File: config.mk
export PLATFORM = sky130hd
export DESIGN_NAME = alu_result_stage
export DESIGN_NICKNAME = d
export VERILOG_FILES = /design/src/rtl/alu_result_stage.sv
export SDC_FILE = /design/constraint.sdc
export NUM_CORES = 1
export LEC_CHECK = 0
export ABC_AREA = 1
export CELL_PAD_IN_SITES_DETAIL_PLACEMENT = 0
export CELL_PAD_IN_SITES_GLOBAL_PLACEMENT = 2
export CORE_ASPECT_RATIO = 0.5
export CORE_UTILIZATION = 25
export CTS_CLUSTER_DIAMETER = 30
export DETAILED_ROUTE_END_ITERATION = 6
export GPL_ROUTABILITY_DRIVEN = 0
export MAX_ROUTING_LAYER = met4
export PLACE_DENSITY_LB_ADDON = 0.05
export SLEW_MARGIN = 20
export SYNTH_ARGS = -nofsm -noshare
export SYNTH_HDL_FRONTEND = slang
export SYNTH_SLANG_ARGS = --single-unit
File: constraint.sdc
create_clock -name clk -period 1.5 [get_ports clk]
set_input_delay 0.225 -clock clk [delete_from_list [all_inputs] [get_ports clk]]
set_output_delay 0.225 -clock clk [all_outputs]
set_load 0.01 [all_outputs]
File: src/rtl/alu_result_stage.sv
// ---------------------------------------------------------------------------
// alu_result_stage
//
// Registered output stage behind the ALU datapath. Captures each ALU result,
// derives its {C,N,Z} flags at capture time and holds it in a 2-entry skid
// buffer. The head entry goes to register-file writeback. When its flag_we
// bit is set, retiring it also updates the persistent status-flag register.
//
// Ports
//   clk, rst        rising-edge clock, synchronous active-high reset
//   flush           discard all buffered entries (a retire that cycle completes)
//   in_valid/ready  upstream handshake; in_ready is registered (= !skid valid)
//   in_result       ALU result, BIT_COUNT wide
//   in_carry        adder carry/borrow out (0 for non-arith ops)
//   in_rd           destination register index
//   in_flag_we      entry updates status flags when it retires
//   out_valid/ready writeback handshake on the head entry
//   out_result      head result
//   out_rd          head destination index
//   out_flags       head flags {C,N,Z}
//   status_flags    persistent {C,N,Z}
// ---------------------------------------------------------------------------
module alu_result_stage #(
    parameter int BIT_COUNT  = 8,
    parameter int REG_ADDR_W = 2
) (
    input  logic                  clk,
    input  logic                  rst,
    input  logic                  flush,
    input  logic                  in_valid,
    output logic                  in_ready,
    input  logic [BIT_COUNT-1:0]  in_result,
    input  logic                  in_carry,
    input  logic [REG_ADDR_W-1:0] in_rd,
    input  logic                  in_flag_we,
    output logic                  out_valid,
    input  logic                  out_ready,
    output logic [BIT_COUNT-1:0]  out_result,
    output logic [REG_ADDR_W-1:0] out_rd,
    output logic [2:0]            out_flags,
    output logic [2:0]            status_flags
);

    // Head entry (drives out_*)
    logic                  main_valid_reg;
    logic [BIT_COUNT-1:0]  main_result_reg;
    logic [REG_ADDR_W-1:0] main_rd_reg;
    logic [2:0]            main_flags_reg;
    logic                  main_flag_we_reg;

    // Skid entry, only occupied while the head is stalled
    logic                  skid_valid_reg;
    logic [BIT_COUNT-1:0]  skid_result_reg;
    logic [REG_ADDR_W-1:0] skid_rd_reg;
    logic [2:0]            skid_flags_reg;
    logic                  skid_flag_we_reg;

    logic [2:0]            status_reg;

    logic [2:0] in_flags;
    logic       accept;
    logic       retire;

    // Flags are fixed when the result is captured: {C, N, Z}
    assign in_flags = {in_carry, in_result[BIT_COUNT-1], (in_result == '0)};

    // in_ready depends only on registered state; rst masks it so no
    // transfer can be seen while the stage is held in reset.
    assign in_ready = !skid_valid_reg && !rst;
    assign accept   = in_valid && in_ready;
    assign retire   = main_valid_reg && out_ready;

    assign out_valid    = main_valid_reg;
    assign out_result   = main_result_reg;
    assign out_rd       = main_rd_reg;
    assign out_flags    = main_flags_reg;
    assign status_flags = status_reg;

    always_ff @(posedge clk) begin
        if (rst) begin
            main_valid_reg   <= 1'b0;
            main_result_reg  <= '0;
            main_rd_reg      <= '0;
            main_flags_reg   <= '0;
            main_flag_we_reg <= 1'b0;
            skid_valid_reg   <= 1'b0;
            skid_result_reg  <= '0;
            skid_rd_reg      <= '0;
            skid_flags_reg   <= '0;
            skid_flag_we_reg <= 1'b0;
            status_reg       <= 3'b000;
        end else begin
            // A retire always completes, even in a flush cycle.
            if (retire && main_flag_we_reg) begin
                status_reg <= main_flags_reg;
            end

            if (flush) begin
                main_valid_reg <= 1'b0;
                skid_valid_reg <= 1'b0;
            end else if (retire && skid_valid_reg) begin
                // Skid moves up; accept cannot happen here since in_ready=0.
                main_valid_reg   <= 1'b1;
                main_result_reg  <= skid_result_reg;
                main_rd_reg      <= skid_rd_reg;
                main_flags_reg   <= skid_flags_reg;
                main_flag_we_reg <= skid_flag_we_reg;
                skid_valid_reg   <= 1'b0;
            end else if (accept && (!main_valid_reg || retire)) begin
                main_valid_reg   <= 1'b1;
                main_result_reg  <= in_result;
                main_rd_reg      <= in_rd;
                main_flags_reg   <= in_flags;
                main_flag_we_reg <= in_flag_we;
            end else if (accept) begin
                // Head occupied and stalled: park the new entry in the skid.
                skid_valid_reg   <= 1'b1;
                skid_result_reg  <= in_result;
                skid_rd_reg      <= in_rd;
                skid_flags_reg   <= in_flags;
                skid_flag_we_reg <= in_flag_we;
            end else if (retire) begin
                main_valid_reg <= 1'b0;
            end
        end
    end

endmodule

==> results_dict.tcl <==
set metrics [dict create \
    status "completed" \
    firstDrtPassIters 4 \
    ys_seq_area_frac 0.4250 \
    fmax_mhz 703.0 \
    critPathBufInv 1 \
    layout_setup_ws_ns 0.07746 \
    areaGrowthSynthToFinish_pct 42.76 \
    routed_wl_um 3504 \
    fin_skew_ns 0.001574 \
    power.density_nw_per_um2 1020 \
    clk_latency_ns 0.27 \
    critical_path.cell_chain "clkdlybuf4s50_1" \
    yosysWarnings 0 \
    avgSynthCellArea_sq_um 6.294 \
    drc 0 \
    cpLargestDelayFamily "buffers and inverters" \
    drv_slew 0 \
    min_path_type "reg2reg" \
    netlist_area_sq_um 1460 \
    drtIter0Drc 53 \
    dieWidth_um 110.1 \
    grt_pass1_wl_um 6051 \
    finalPower_mw 2.127 \
    ioPinCount 35 \
    cts_sinks 31 \
    hold_slack_ns 0.4406 \
    clk_path_buf_depth 2 \
    slew_headroom 0.8001 \
    dieArea_sq_um 6169 \
    numCtsBuffers 5 \
    finalCritPeriodShare 0.9484 \
    setup_viol 0 \
    syn_inst 232 \
    fin_nets 288 \
    core-area_sq_um 5563 \
    initial_utilization 0.2625 \
    final_area_sq_um 2085 \
    vias_per_cell 3.977 \
    cts_tree "yes" \
    cp_slowest_stage_delay_ns 0.55 \
    ys_ff_latch 31 \
    antenna_found_initial 0 \
    grt_pass1_vias 1295 \
    vdd_drop_max_uv 427.8 \
    cellLeakagePower_nw 1.037 \
    netlist.area_leader.share 0.4250 \
    rsz0062_at_grt "no" \
    grt_remaining_overflow 0 \
    reg2reg_slack_ns 0.26 \
    placementRows 19 \
    start_kind "register" \
    wl_per_cell_um 10.16 \
    cp_slowest_cell "clkdlybuf4s50_1" \
    synth_cell_type_count 17 \
    worst_pin_slew_ns 0.2996 \
    max_cap_violations 0 \
    die_h_um 56.04 \
    fin_util 0.3747 \
    grt_usage 0.1352 \
    cp-end-kind "primary output" \
    cts-root-buf "clkbuf_16" \
    fill_cells 628 \
    cp_data_required_time_ns 1.27 \
    cp_max_fo 4 \
    cts_htree_levels 2 \
    syn_nets 249 \
    path_class "reg2out" \
    ys_top_cells_by_area "dfxtp_1, nand2_1, nor2_1" \
    antenna_cells 0 \
    layout-drive-gt1-share 0.07353 \
    dp_slack_ns -0.1049 \
    drtAntennaViolNets 0 \
    grt_max_degree 28 \
    route.vias.total 1372 \
    dpl_cell_area_sq_um 1929 \
    post-route-min-period_ns 1.423 \
    cts_hold_buf 0 \
    hpwl_um 2319 \
    cts.clk_slew.worst_paths_ns 0.05 \
    yosys.area.top_type "dfxtp_1" \
    cp.arrival_ns 1.20 \
    hold_viol 0 \
    io_buffers 34 \
]
-- cell type report --
cell class / instances / area [sq um] / share of cell area
Clock buffer: 8 / 156.4 / 0.07503
Inverter: 35 / 131.4 / 0.06303
Multi-Input combinational cell: 156 / 648.1 / 0.3109
Sequential cell: 31 / 620.6 / 0.2977
Tap cell: 73 / 91.34 / 0.04382
Timing Repair Buffer: 42 / 436.7 / 0.2095
-- routing by layer --
| metal | track usage | vias to the layer above | routed length (um) |
|---|---|---|---|
| li1 | - | 757 | - |
| met1 | 0.1816 | 584 | 1955 |
| met2 | 0.1893 | 26 | 1327 |
| met3 | 0.04333 | 5 | 187 |
| met4 | 0.04571 | 0 | 34 |
| met5 | - | - | 0 |
-- synthesized netlist by cell type, drive strengths merged --
master	number
clkbuf	1
nand3	4
nand2	72
nor3b	1
a31oi	1
nor2	57
inv	35
o21ai	16
a21oi	4
nor3	1
dfxtp	31
buf	9
-- placed cells by master, fill, tap and decap left out --
cell type        synthesis  layout
a21oi_1                  4       4
a31oi_1                  1       1
buf_12                   0       3
buf_4                    2       5
clkbuf_1                 1       1
clkbuf_16                0       5
clkbuf_8                 0       2
clkdlybuf4s50_1          0      33
dfxtp_1                 31      31
dlygate4sd2_1            0       1
inv_1                   35      35
nand2_1                 70      70
nand2_2                  1       1
nand2_4                  1       1
nand3_1                  2       2
nand3_2                  2       2
nor2_1                  57      57
nor3_1                   1       1
nor3b_2                  1       1
o21ai_0                 16      16
-- logic make-up (layout without fill, tap and decap cells) --
| kind of cell | Yosys count | count (layout) | share of synthesized area |
|---|---|---|---|
| AO/OA/AOI/OAI | 21 | 21 | 0.07284 |
| flip-flops | 31 | 31 | 0.4250 |
| buffers and inverters | 45 | 85 | 0.1311 |
| AND/OR/NAND/NOR | 135 | 135 | 0.3710 |
-- worst paths after layout --
kind / startpoint / to / depth (start not counted)
max reg2reg: skid_valid_reg / out_flags[2] / 7
max: out_valid / out_valid / 1
min: status_flags[0] / status_flags[0] / 2
min reg2reg: status_flags[0] / status_flags[0] / 2
-- worst reg2reg max path: stages (launching register included) --
cell	delay [ns]
dfxtp_1	0.40
nor2_1	0.08
nand3_1	0.13
nand2_2	0.08
nand2_4	0.24
nand2_1	0.08
nand2_1	0.08
nor2_1	0.04
-- report_power, final --
group / internal [mW] / switching [mW] / leakage (nW)
clock: 0.706 / 0.354 / 0.0772
sequential: 0.846 / 0.0118 / 0.251
combinational: 0.110 / 0.0990 / 0.708
total: 1.66 / 0.465 / 1.04
-- repair_timing --
item                                    4_1_cts  5_1_grt
endpoints found under the setup margin        1        0
setup buffers                                 0        0
gates resized for setup                       1        0
endpoints found under the hold margin         0        0
-- metrics by stage --
stage                     TNS (ns)  instances
after floorplan                  0        232
after global placement      -2.084        337
after detailed placement    -2.456        337
after CTS                        0        345
after global routing             0        345
final                            0        345
Power figures use the tool's default switching activity.
